--- config.mk ---
export PLATFORM = sky130hd
export DESIGN_NAME = usr_deserializer5
export DESIGN_NICKNAME = d
export VERILOG_FILES = /design/src/rtl/usr_pkg.sv /design/src/rtl/usr_bit_counter.sv /design/src/rtl/usr_deserializer5.sv
export SDC_FILE = /design/constraint.sdc
export NUM_CORES = 1
export LEC_CHECK = 0
export CAP_MARGIN = 20
export CELL_PAD_IN_SITES_DETAIL_PLACEMENT = 1
export CELL_PAD_IN_SITES_GLOBAL_PLACEMENT = 2
export CORE_AREA = 2 2 62 50
export CTS_CLUSTER_DIAMETER = 200
export DETAILED_ROUTE_END_ITERATION = 16
export DIE_AREA = 0 0 64 52
export PLACE_DENSITY = 0.77
export SLEW_MARGIN = 30
export SYNTH_ARGS = -nofsm -noshare
export SYNTH_HDL_FRONTEND = slang
export SYNTH_SLANG_ARGS = --single-unit
--- constraint.sdc ---
create_clock -name clk -period 1.49 [get_ports clk]
set_input_delay 0.298 -clock clk [delete_from_list [all_inputs] [get_ports clk]]
set_output_delay 0.298 -clock clk [all_outputs]
set_load 0.005 [all_outputs]
--- src/rtl/usr_pkg.sv ---
// Shared definitions for the 5-bit universal shift register link (register and deserializer).
// Latency: n/a (types and constants only).
// Backpressure: n/a.
package usr_pkg;

    typedef enum logic [1:0] {
        IDLE   = 2'd0,
        SHIFT  = 2'd1,
        PARITY = 2'd2
    } usr_state_e;

    localparam int   USR_WIDTH     = 5;
    localparam logic DIR_MSB_FIRST = 1'b0;
    localparam logic DIR_LSB_FIRST = 1'b1;

endpackage

--- src/rtl/usr_bit_counter.sv ---
// Frame bit counter: clear has priority over enable; tc flags the last data bit position.
// Latency: count updates one cycle after clr/en; tc is combinational from the count.
// Backpressure: none; en simply holds the count when low.
module usr_bit_counter #(
    parameter int WIDTH = 5
) (
    input  logic clk,
    input  logic rst_n,
    input  logic clr,
    input  logic en,
    output logic tc
);

    localparam int            CW   = $clog2(WIDTH + 1);
    localparam logic [CW-1:0] LAST = CW'(WIDTH - 1);

    logic [CW-1:0] count;

    always_ff @(posedge clk or negedge rst_n) begin
        if (!rst_n) begin
            count <= '0;
        end else if (clr) begin
            count <= '0;
        end else if (en) begin
            count <= count + CW'(1);
        end
    end

    // High while the bit about to be taken is the final data bit of the frame.
    assign tc = (count == LAST);

endmodule

--- src/rtl/usr_deserializer5.sv ---
// Serial-to-parallel receiver for the USR link, MSB- or LSB-first; optional trailing even parity under PARITY_EN.
// Latency: po_valid the cycle after the last sampled bit (WIDTH cycles from start, WIDTH+1 with parity).
// Backpressure: one-word output buffer; a frame completing while PO is unconsumed is dropped and sets sticky overrun.
module usr_deserializer5
    import usr_pkg::*;
#(
    parameter int WIDTH = USR_WIDTH
) (
    input  logic             clk,
    input  logic             rst_n,
    input  logic             start,
    input  logic             dir,
    input  logic             SI,
    input  logic             si_en,
    output logic [WIDTH-1:0] PO,
    output logic             po_valid,
    input  logic             po_ready,
    output logic             busy,
    output logic             overrun,
`ifdef PARITY_EN
    output logic             perr,
`endif
    input  logic             ovr_clr
);

    usr_state_e       state_q, state_nxt;
    logic [WIDTH-1:0] acc_q, acc_nxt, word;
    logic             dir_q, shift_dir;
    logic             shift_en, done, tc, load;

    always_ff @(posedge clk or negedge rst_n) begin
        if (!rst_n) state_q <= IDLE;
        else        state_q <= state_nxt;
    end

    always_comb begin
        state_nxt = state_q;
        case (state_q)
            IDLE:    if (start && si_en) state_nxt = SHIFT;
`ifdef PARITY_EN
            SHIFT:   if (si_en && tc) state_nxt = PARITY;
`else
            SHIFT:   if (si_en && tc) state_nxt = IDLE;
`endif
            PARITY:  if (si_en) state_nxt = IDLE;
            default: state_nxt = IDLE;
        endcase
    end

    always_comb begin
        busy     = 1'b0;
        shift_en = 1'b0;
        done     = 1'b0;
        case (state_q)
            IDLE:  shift_en = start && si_en;
            SHIFT: begin
                busy     = 1'b1;
                shift_en = si_en;
`ifndef PARITY_EN
                done     = si_en && tc;
`endif
            end
            PARITY: begin
                busy = 1'b1;
`ifdef PARITY_EN
                done = si_en;
`endif
            end
            default: ;
        endcase
    end

    usr_bit_counter #(.WIDTH(WIDTH)) u_cnt (
        .clk   (clk),
        .rst_n (rst_n),
        .clr   (done),
        .en    (shift_en),
        .tc    (tc)
    );

    // The first bit of a frame must already follow the new direction, before dir_q is loaded.
    assign shift_dir = (state_q == IDLE) ? dir : dir_q;
    assign acc_nxt   = (shift_dir == DIR_LSB_FIRST) ? {SI, acc_q[WIDTH-1:1]}
                                                    : {acc_q[WIDTH-2:0], SI};
`ifdef PARITY_EN
    assign word = acc_q;
`else
    assign word = acc_nxt;
`endif
    assign load = done && (!po_valid || po_ready);

    always_ff @(posedge clk or negedge rst_n) begin
        if (!rst_n) begin
            acc_q <= '0;
            dir_q <= DIR_MSB_FIRST;
        end else if (shift_en) begin
            acc_q <= acc_nxt;
            if (state_q == IDLE) dir_q <= dir;
        end
    end

    always_ff @(posedge clk or negedge rst_n) begin
        if (!rst_n) begin
            PO       <= '0;
            po_valid <= 1'b0;
            overrun  <= 1'b0;
`ifdef PARITY_EN
            perr     <= 1'b0;
`endif
        end else begin
            if (load) begin
                PO       <= word;
                po_valid <= 1'b1;
`ifdef PARITY_EN
                perr     <= (^acc_q) ^ SI;
`endif
            end else if (po_valid && po_ready) begin
                po_valid <= 1'b0;
            end
            if (done && !load)  overrun <= 1'b1;
            else if (ovr_clr)   overrun <= 1'b0;
        end
    end

endmodule

Word-level counts from Yosys, hierarchy flattened --
Index checks and enable logic that the tools add are counted. W data, S select, Z words.
Cells by class: add/sub/neg operators 1, equal/unequal tests 6, mux-type cells 15, reduce and logical (&&, ||, !) cells 14
Operators with widths (number):
- $mux W1 | 7
- $mux W2 | 3
- $mux W3 | 2
- $ne A2 B2 Y1 const B | 3
- $pmux W2 S3 | 1
- $reduce_bool A2 Y1 | 3
- $logic_and A1 B1 Y1 | 5
- $mux W5 | 1
- $add A3 B1 Y3 const B | 1
- $eq A3 B3 Y1 const B | 1
- $reduce_and A3 Y1 | 1
- $eq A2 B1 Y1 const B | 1
- $eq A2 B2 Y1 const B | 1
- $logic_not A1 Y1 | 2
- $logic_not A2 Y1 | 1
- $pmux W1 S2 | 1
- $reduce_or A2 Y1 | 1
- $logic_or A1 B1 Y1 | 1
Word-level totals: register bits 18, input port bits 8, output and inout bits 8, logic and storage cells 43

Depth between registers and ports, before layout --
Gate-level depths: netlist (run 1).
depth after elaboration 7, gate-level depth with buffers 6, mapped depth without buffers 5

Modules after synthesis --
Synthesis (run 1) repeated with hierarchy kept, for this count alone.
Unflattened totals: cells, all modules 67, area, all modules 764.5 um^2
By module, submodules not included:
- usr_deserializer5 | times used 1, cells an instance 52, area each 601.8 um^2, sequential area each 350.3 um^2
- usr_bit_counter | times used 1, cells an instance 15, area each 162.7 um^2, sequential area each 75.1 um^2

Worst setup path before layout (run 1) --
OpenSTA, ideal clock, no wires.
path kind reg2reg, from register state_q[0], to register PO[2], library setup time 0.125 ns, data arrival time 1.435 ns, data required time 1.365 ns, setup slack -0.070 ns, cell stages (with the launch flop) 4, path buffers 0, clock period less this slack 1.560 ns, path through dfrtp_1 > mux2i_2 > mux2_2 > mux2_2
Between the ends: word-level cells in the longest chain between the ends 3, elaborated cells on any way between the ends 6, classes of those cells eq/ne: 1; mux: 3; reduce/logical: 2
RTL lines:
- from (decl) | line usr_deserializer5.sv:26 | usr_state_e state_q, state_nxt;
- from (signal assigned) | line usr_deserializer5.sv:33 | else state_q <= state_nxt;
- $logic_not A2 Y1 or $eq A2 B1 Y1 (tied branches) | line usr_deserializer5.sv:82, usr_deserializer5.sv:54
- $mux W1, on equally long branches
- $mux W5 or $logic_and A1 B1 Y1 (tied branches) | line usr_deserializer5.sv:83, usr_deserializer5.sv:90
- to (signal assigned) | line usr_deserializer5.sv:112 | PO <= word;
- to (decl) | line usr_deserializer5.sv:15 | output logic [WIDTH-1:0] PO,
Parallel ways exist; a longest one is shown, timed or not. A chain may end at the register's enable or synchronous reset.

Worst setup path in the final report (run 1) --
from register state_q[0], to register acc_q[4]
Between the ends: word-level cells in the longest chain between the ends 3, elaborated cells on any way between the ends 5, classes of those cells eq/ne: 1; mux: 3; reduce/logical: 1
RTL lines:
- $logic_not A2 Y1 | line usr_deserializer5.sv:54, usr_deserializer5.sv:82
- $mux W1
- $mux W5 | line usr_deserializer5.sv:83 | assign acc_nxt = (shift_dir == DIR_LSB_FIRST) ? {SI, acc_q[WIDTH-1:1]}
- to (signal assigned) | line usr_deserializer5.sv:97 | acc_q <= acc_nxt;
- to (decl) | line usr_deserializer5.sv:27 | logic [WIDTH-1:0] acc_q, acc_nxt, word;
Parallel ways exist; a longest one is shown, timed or not.

==> flow_summary_export.csv, run 1 <==
group,metric,value,unit
setup_path,worstPathArrival,1.78,ns
timing,grt_setup_unrepaired,"true",
setup_path,path_class,"reg2reg",
die,die_area,3330,um2
cts,cts_buffers,3,
final_layout,diodes,0,
pwr,seqPwrFrac,0.394,
yosys,ys_seq_elements,17,
yosys,synth_top_family_by_area,"multiplexers",
setup_path,worstPathMaxFanout,6,
cts,tritoncts,"done",
cts,clk_pin_slew,0.11,ns
route,ant_nets,0,
global_route,grt_start_max_net_pins,18,
timing,slew_violations,0,
timing,finalCritPeriodShare,1.07,
yosys,yosysWarningCount,0,
die,die_x,64,um
global_route,overflow,0,
pwr,power.share.clock,0.122,
cts,root_buffer,"clkbuf_4",
global_route,met3_usage,0.0498,
yosys,synthArstFlopShare,1.00,
pwr,swShare,0.325,
cts,clk_latency,0.30,ns
status,violations,"negative setup slack",
yosys,ys_seq_area_frac,0.564,
placement,gp_congestion,0.685,
die,fp.dieH,52,um
final_layout,finalNetCount,99,
route,wirelength,1750,um
pwr,leakage,0.578,nW
setup_path,critPathLaunchType,"register",
route,drt_pass1_iterations,3,
placement,numPortBuffers,15,
yosys,netlist_area,754,um2
setup_path,reg2regPathDepth,4,
final_layout,drive_above_1_share,0.375,
route,dr.first_iter.drc_count,8,
timing,relSlewSlack,0.798,
status,status,"finished, violations left",
die,start_util,0.275,
timing,tightestPinTransition,0.297,ns
pwr,p_comb_frac,0.484,
timing,hold_violations,0,
timing,finalClockSkew,0.0107,ns
global_route,use_met2,0.196,
yosys,synthDistinctLibCells,20,
yosys,synthSimpleGateAreaFrac,0.0697,
yosys,synthCells,59,
global_route,grt_pass1_vias,606,
yosys,ys.flop_type,"dfrtp_1",
timing,finalSetupViolCount,8,
cts,clockBufferDepth,2,
global_route,grt_pass1_wl,2990,um
route,vias,549,
hold_path,hold_path.class,"in2async",
die,rows,17,
yosys,synth_edf_count,0,
placement,hpwl,1350,um
route,avgRoutedWirePerCell,13.9,um
global_route,antenna_found_initial,0,
pwr,p_int,0.00140,W
die,pin_count,16,
job,maxCapViolations,0,
yosys,syn_avg_cell_area,12.8,um2
yosys,yosys.area_share.adder,0.0332,
setup_path,crit_required,1.68,ns
yosys,synth_compound_area_frac,0.0680,
global_route,met1_usage,0.159,
final_layout,fin_util,0.403,
cts,h-tree-depth,1,
global_route,grt_usage,0.124,
yosys,muxShareOfSynthArea,0.226,
route,drt-vias-per-instance,4.36,
global_route,grt_busiest_layer,"met2",
setup_path,end_kind,"register",
timing,setup_tns,-0.635,ns
die,design.core.area,2740,um2
pwr,peakVddDrop,556,uV
yosys,syn-num-nets,69,
timing,layout_min_cycle_time,1.59,ns
pwr,p_per_area,1870,nW/um2
cts,cts_hold_buf,0,
pwr,p_sw,0.000673,W
route,drc_errors,0,
pwr,finalPower,0.00207,W
cts,clock_sinks,17,
timing,setup_ws,-0.0970,ns
yosys,synth_xor_area_frac,0.0116,
final_layout,area_delta_synth_final,46.4,%
timing,clock.fmax,0.630,GHz
==> cells in the mapped netlist, drive strengths merged, types with 2 or more instances <==
library cell,count,area share
a21oi,3,0.020
buf,2,0.013
dfrtp,17,0.56
ha,2,0.033
inv,3,0.015
mux2,13,0.19
mux2i,2,0.032
nand2,3,0.015
nor2,2,0.010
o21ai,3,0.020
==> kinds of logic (layout without fill, tap and decap cells) <==
group                    after synthesis  after routing
multiplexers                          15             15
AND/OR/NAND/NOR                       10             10
buffers and inverters                  5             34
flip-flops                            17             17
AO/OA/AOI/OAI                          9              9
adder cells (fa/ha/maj)                2              2
XOR/XNOR                               1              1
==> repair_timing <==
| item | 4_1_cts | 5_1_grt |
|---|---|---|
| setup endpoints to repair | 11 | 15 |
| setup buffers | 1 | 3 |
| cloned | 0 | 0 |
| endpoints found under the hold margin | 0 | 0 |
| gates resized for setup | 9 | 6 |
==> metrics by stage <==
| stage | cell area [um2] | hold slack, ns | setup slack [ns] | instances |
|---|---|---|---|---|
| floorplan | 774 | 0.00241 | -0.00480 | 59 |
| global placement | 1020 | 0.477 | -0.275 | 118 |
| detailed placement | 1020 | 0.501 | -0.297 | 118 |
| CTS | 1070 | 0.304 | -0.0996 | 123 |
| global route | 1100 | 0.305 | -0.148 | 126 |
| finish | 1100 | 0.313 | -0.0970 | 126 |
==> routing by layer <==
| metal | routed length [um] | vias up |
|---|---|---|
| li1 | - | 265 |
| met5 | 0 | - |
| met4 | 0 | 0 |
| met3 | 84 | 0 |
| met1 | 830 | 272 |
| met2 | 834 | 12 |
==> worst paths after layout <==
path / startpoint / endpoint / slack (ns)
max: state_q[0] / acc_q[4] / -0.1
min: rst_n / dir_q / 0.31
max reg2reg: state_q[0] / acc_q[4] / -0.1
min reg2reg: acc_q[0] / acc_q[0] / 0.52
max in group asynchronous: rst_n / state_q[0] / 0.97
min in group clk: acc_q[0] / acc_q[0] / 0.52
==> cell type report <==
| cell class | count | area [um2] |
|---|---|---|
| tap | 38 | 47.5 |
| multi-input combinational | 37 | 339 |
| fill | 304 | 1640 |
| timing repair buffer | 27 | 253 |
| inverter | 3 | 11.3 |
| clock inverter | 1 | 5.00 |
| clock buffer | 3 | 22.5 |
| sequential | 17 | 427 |
==> flip-flops by register name, indices dropped and copies added, names as in the netlist <==
register / cells
po_valid: 1
u_cnt.count: 3
dir_q: 1
PO: 5
state_q: 1
overrun: 1
acc_q: 5
==> power groups by stage <==
| stage | logic (W) | registers [W] | clock network (W) |
|---|---|---|---|
| floorplan | 0.000505 | 0.000818 | 0 |
| global route | 0.00111 | 0.000846 | 0.000293 |
| global placement | 0.000861 | 0.000820 | 0 |
| finish | 0.00100 | 0.000815 | 0.000253 |
| detailed placement | 0.000907 | 0.000837 | 0 |
| CTS | 0.000994 | 0.000823 | 0.000268 |
==> cells in the final DEF, fill, tap and decap left out, types with 5 or more instances in the layout <==
cell type / count
clkdlybuf4s50_1: 7
dfrtp_1: 16
buf_4: 11
mux2_4: 5
dlymetal6s2s_1: 5
mux2_2: 8
==> critical path: stages (launching register included) <==
cell,delay [ns]
dfrtp_2,0.43
buf_6,0.12
mux2i_4,0.28
mux2_2,0.38
mux2_2,0.27
No activity file was read; power rests on OpenSTA's default activity.
==> inputs of run 2 (changes only) <==
Settings changed: GPL_TIMING_DRIVEN from default to 1.
Clock period 1.49 ns to 1.45 ns, I/O delays scaled along.
==> run 2 against run 1 <==
Largest cell class unchanged. Count of clock-buffer cells in the layout increased by 1. Critical path type unchanged. Largest power group unchanged. Setup slack got worse by 0.014 ns. Via count increased by 3.1%. Critical path depth unchanged. The flow still finishes with violations (negative setup slack). Global-route usage decreased by 0.71 points. Cell area increased by 8.0%. Sequential power increased by 2%.
==> flow_summary_export.csv, run 2 (synthesis results as in run 1) <==
group,metric,value,unit
cts,tritoncts,"done",
timing,relSlewSlack,0.778,
setup_path,cpPeakStageDelay,0.42,ns
final_layout,finalNetCount,106,
die,pin_count,16,
die,fp.dieH,52,um
cts,root_buffer,"clkbuf_4",
route,drc_errors,0,
timing,hold_slack,0.331,ns
pwr,p_comb_frac,0.544,
pwr,p_int,0.00165,W
timing,tightestPinTransition,0.327,ns
placement,gp_congestion,0.727,
setup_path,crit_path_top_delay_cell,"dfrtp_2",
setup_path,path_class,"reg2reg",
timing,hold_violations,0,
global_route,met1_usage,0.128,
placement,hpwl,1230,um
setup_path,end_kind,"register",
pwr,finalPower,0.00238,W
setup_path,timing.rr.start,"state_q[0]",
placement,dp_cells,120,
global_route,grt_pass1_wl,2970,um
job,maxCapViolations,0,
pwr,p_sw,0.000735,W
global_route,antenna_found_initial,0,
placement,numPortBuffers,15,
final_layout,largestRegisters,"PO: 5 flops, acc_q: 5 flops, u_cnt.count: 3 flops",
timing,grt_setup_unrepaired,"true",
status,violations,"negative setup slack",
setup_path,worstPathArrival,1.74,ns
die,die_x,64,um
setup_path,worst_path_most_repeated_cell,"mux2_4",
timing,slew_violations,0,
pwr,peakVddDrop,987,uV
global_route,overflow,0,
setup_path,endpoint,"acc_q[3]",
pwr,seqPwrFrac,0.350,
final_layout,drive_above_1_share,0.432,
final_layout,layout_commonest_cell,"buf_4",
die,start_util,0.275,
global_route,grt_start_max_net_pins,18,
cts,h-tree-depth,1,
route,dr.first_iter.drc_count,5,
setup_path,worstPathMaxFanout,6,
setup_path,regToRegSetupSlack,-0.11,ns
cts,cts_buffers,3,
global_route,use_met2,0.217,
die,die_area,3330,um2
route,avgRoutedWirePerCell,13.3,um
status,status,"finished, violations left",
cts,clock_sinks,17,
pwr,leakage,0.628,nW
cts,clk_latency,0.28,ns
final_layout,design_area,1190,um2
route,wirelength,1770,um
setup_path,crit_required,1.63,ns
setup_path,critPathLaunchType,"register",
timing,clock.fmax,0.641,GHz
route,vias,566,
route,drt-vias-per-instance,4.26,
global_route,grt_busiest_layer,"met2",
pwr,power.share.clock,0.106,
final_layout,fill_cells,303,
setup_path,startpoint,"state_q[0]",
global_route,met3_usage,0.0411,
setup_path,reg2regPathDepth,4,
die,design.core.area,2740,um2
final_layout,diodes,0,
route,drt_pass1_iterations,3,
global_route,grt_pass1_vias,668,
cts,clockBufferDepth,2,
pwr,swShare,0.309,
die,rows,17,
timing,setup_tns,-0.929,ns
timing,layout_min_cycle_time,1.56,ns
route,ant_nets,0,
pwr,p_per_area,1990,nW/um2
final_layout,seq_area,427,um2
timing,finalClockSkew,0.00145,ns
timing,setup_ws,-0.111,ns
setup_path,path_cells,"buf_6 > mux2i_4 > mux2_4 > mux2_4",
final_layout,area_delta_synth_final,58.2,%
hold_path,hold_path.class,"in2async",
cts,clk_pin_slew,0.10,ns
final_layout,finalNonFillerCells,133,
placement,place_area,1050,um2
global_route,grt_usage,0.117,
final_layout,most-common-layout-cells,"17 x buf_4, 16 x dfrtp_1, 10 x mux2_4",
setup_path,worst_r2r_endpoint,"acc_q[3]",
timing,finalSetupViolCount,10,
timing,finalCritPeriodShare,1.08,
final_layout,multi_input_area,373,um2
## run 2: how the worst min path moves through the flow
stage                        start        endpoint  slack [ns]
after floorplan              rst_n           PO[0]      -0.006
after global placement    acc_q[0]        acc_q[0]        0.46
after detailed placement  acc_q[0]        acc_q[0]        0.49
after CTS                    rst_n  u_cnt.count[2]        0.34
after global routing         rst_n        acc_q[3]        0.33
final                        rst_n  u_cnt.count[1]        0.33
## run 2: final cells by class
type                            instances  area share
Clock buffer                            4      0.0220
Inverter                                3     0.00943
Multi-Input combinational cell         37       0.312
Sequential cell                        17       0.357
Tap cell                               38      0.0398
Timing Repair Buffer                   34       0.259
## run 2: per-stage QoR
step / utilization / setup WS (ns)
after floorplan: - / -0.0433
after global placement: 0.383 / -0.317
after detailed placement: 0.383 / -0.337
after CTS: 0.418 / -0.116
after global routing: 0.435 / -0.144
final: 0.435 / -0.111
## run 2: repair_timing
item / CTS / global route
hold buffers: 0 / 0
setup endpoints to repair: 14 / 16
endpoints found under the hold margin: 0 / 0
pin swaps: 0 / 0
setup buffers: 7 / 2
resized for setup: 8 / 10
## run 2: layer usage
metal	share of wire	routed length, um
met1	0.46	807
met2	0.51	900
met3	0.033	59
met4	0	0
met5	0	0
## run 2: worst max-delay path, delay by kind of cell (launching register included)
| kind | cells | cell delay (ns) |
|---|---|---|
| multiplexers | 3 | 0.91 |
| flip-flops | 1 | 0.42 |
| buffers and inverters | 1 | 0.12 |
## run 2: power by group through the flow
stage	combinational (W)	clock (W)	sequential, W
4_1_cts	0.00120	0.000270	0.000826
2_1_floorplan	0.000582	0	0.000844
6_report	0.00129	0.000253	0.000834
5_1_grt	0.00141	0.000292	0.000863
3_5_place_dp	0.00101	0	0.000850
3_3_place_gp	0.000971	0	0.000841
==> inputs of run 3 (changes only) <==
Settings changed: CORE_AREA 2 2 62 50 to 2 2 64 51, DIE_AREA 0 0 64 52 to 0 0 66 53, MAX_ROUTING_LAYER from default to met4, PLACE_DENSITY 0.77 to 0.76, SYNTH_HIERARCHICAL from default to 1.
==> run 3 against run 2 <==
The flow still finishes with violations (negative setup slack). Final cell count up 1.5%. Count of clock-buffer cells in the layout unchanged. Sequential power about the same. Non-clock buffer count down 7. Synthesized cell count up 14%. Cell area down 2.8%. Synthesized area up 1.3%. Clock skew about the same. Routed wire length down 6.7%. Die area up 5.1%. Critical path depth up 3. Sequential share of layout area up 1.0 points.
==> flow_summary_export.csv, run 3 <==
group,metric,value,unit
yosys,synth_edf_count,0,
yosys,ys_seq_elements,17,
setup_path,critPathLaunchType,"register",
yosys,yosysTopAreaCellShare,0.556,
yosys,netlist_area,764,um2
timing,setup_ws,-0.00376,ns
yosys,yosys.cell_count.top_type,"dfrtp_1",
yosys,netlist_top_cells_count,"17 x dfrtp_1, 8 x inv_1, 8 x nand2_1, 7 x mux2i_1, 5 x o21ai_0",
job,maxCapViolations,0,
pwr,finalPower,0.00218,W
global_route,overflow,0,
final_layout,drive_above_1_share,0.289,
global_route,grt_pass1_wl,2730,um
cts,tritoncts,"done",
route,ant_nets,0,
placement,gp_congestion,0.759,
global_route,antenna_found_initial,0,
final_layout,seq_area,427,um2
route,drt-vias-per-instance,4.07,
route,drc_errors,0,
cts,root_buffer,"clkbuf_8",
final_layout,finalNetCount,108,
yosys,yosysWarningCount,6,
placement,hpwl,1310,um
yosys,synthTopCellsByArea,"dfrtp_1 56%, mux2i_1 9.2%, mux2_2 5.9%",
placement,dp_cells,130,
yosys,synthCells,67,
yosys,syn-num-nets,77,
timing,relSlewSlack,0.844,
die,design.core.area,2850,um2
timing,finalSetupViolCount,2,
setup_path,cpPeakStageDelay,0.38,ns
timing,slew_violations,0,
timing,grt_setup_unrepaired,"true",
hold_path,hold_path.class,"in2async",
route,route.met2.wl,776,um
route,vias,549,
final_layout,layout_commonest_cell,"dfrtp_1",
yosys,ys_seq_area_frac,0.556,
timing,finalCritPeriodShare,1.00,
cts,clockBufferDepth,2,
cts,clk_latency,0.25,ns
global_route,grt_start_max_net_pins,18,
status,status,"finished, violations left",
final_layout,most-common-layout-cells,"16 x dfrtp_1, 12 x clkdlybuf4s50_1, 11 x buf_4",
setup_path,reg2regPathDepth,7,
cts,h-tree-depth,1,
pwr,peakVddDrop,671,uV
die,pin_count,16,
route,dr.first_iter.drc_count,10,
setup_path,worstPathArrival,1.59,ns
route,avgRoutedWirePerCell,12.2,um
global_route,grt_pass1_vias,555,
setup_path,crit_path_top_delay_cell,"dfrtp_1",
timing,setup_tns,-0.00547,ns
timing,finalClockSkew,0.00126,ns
timing,hold_violations,0,
placement,numPortBuffers,15,
route,wirelength,1650,um
pwr,p_per_area,1880,nW/um2
setup_path,regToRegSetupSlack,-0.004,ns
setup_path,worstPathMaxFanout,3,
route,top_layer,"met3",
die,fp.dieH,53,um
yosys,synthDistinctLibCells,21,
setup_path,worst_r2r_endpoint,"PO[0]",
timing,tightestPinTransition,0.227,ns
final_layout,largestRegisters,"PO: 5 flops, acc_q: 5 flops, u_cnt/count: 3 flops",
setup_path,timing.rr.start,"u_cnt/count[1]",
setup_path,path_class,"reg2reg",
setup_path,path_cells,"inv_1 > ha_1 > and2_4 > nand3_4 > nor2b_1 > buf_4 > mux2_4",
cts,clock_sinks,17,
timing,clock.fmax,0.688,GHz
final_layout,design_area,1160,um2
global_route,grt_usage,0.113,
die,die_area,3500,um2
yosys,syn_avg_cell_area,11.4,um2
setup_path,crit_required,1.58,ns
yosys,synthArstFlopShare,1.00,
route,wl_met1,802,um
final_layout,diodes,0,
final_layout,finalNonFillerCells,135,
final_layout,fill_cells,326,
cts,cts_buffers,3,
die,die_x,66,um
route,drt_pass1_iterations,3,
placement,place_area,1090,um2
timing,layout_min_cycle_time,1.45,ns
die,rows,17,
yosys,ys.flop_type,"dfrtp_1",
die,start_util,0.268,
final_layout,multi_input_area,363,um2
yosys,yosysTopAreaCell,"dfrtp_1",
route,wl_met3,69,um
status,violations,"negative setup slack",
pwr,leakage,0.582,nW
setup_path,end_kind,"register",
placement,pre_cts_ws,-0.203,ns
final_layout,area_delta_synth_final,51.7,%
cts,clk_pin_slew,0.06,ns
run 3: worst max-delay path, delay by kind of cell, from the launching register on:
kind / cells / cell delay (ns)
fa+ha+maj: 1 / 0.13
buf+inv: 2 / 0.21
flops: 1 / 0.38
mux: 1 / 0.29
simple gates: 3 / 0.33
run 3: layer usage:
metal  global-route usage  vias up
met5                    -        -
met4               0.0306        0
met3               0.0447        0
met2                0.177        8
met1                0.136      258
li1                     -      283
run 3: cell families after synthesis:
| family | Yosys count | synth area share |
|---|---|---|
| AO/OA/AOI/OAI | 9 | 0.0671 |
| XOR/XNOR | 1 | 0.0115 |
| adder cells (fa/ha/maj) | 2 | 0.0327 |
| buffers and inverters | 9 | 0.0442 |
| flip-flops | 17 | 0.556 |
| multiplexers | 14 | 0.198 |
| AND/OR/NAND/NOR | 15 | 0.0900 |
run 3: how the worst max path moves through the flow:
stage                         startpoint  cells past startpoint       end
final                     u_cnt/count[1]                      7     PO[0]
after global routing      u_cnt/count[1]                      8     PO[3]
after CTS                 u_cnt/count[1]                      7     PO[0]
after detailed placement           si_en                      6     PO[3]
after global placement             si_en                      4  acc_q[0]
after floorplan               state_q[0]                      3     PO[0]
run 3: what timing repair did:
| item | 4_1_cts | 5_1_grt |
|---|---|---|
| buffers inserted | 1 | 0 |
| hold buffers | 0 | 0 |
| endpoints found under the hold margin | 0 | 0 |
| cloned | 0 | 0 |
| setup endpoints to repair | 9 | 9 |
| gates resized for setup | 3 | 4 |
run 3: through the flow:
step	utilization	hold WS (ns)
finish	0.407	0.374
floorplan	-	-0.00559
CTS	0.401	0.376
detailed placement	0.382	0.495
global placement	0.382	0.468
global route	0.407	0.374
run 3: report_power, final:
group / switching, W / internal (W)
logic: 0.000376 / 0.000621
registers: 0.000150 / 0.000686
clock network: 0.000153 / 0.000195
run 3: layout make-up:
type                    count  share of cell area
flip-flops and latches     17               0.368
multi-input cells          41               0.313
repair buffers             27               0.214
well taps                  38              0.0410
clock buffers               4              0.0388
inverters                   8              0.0259
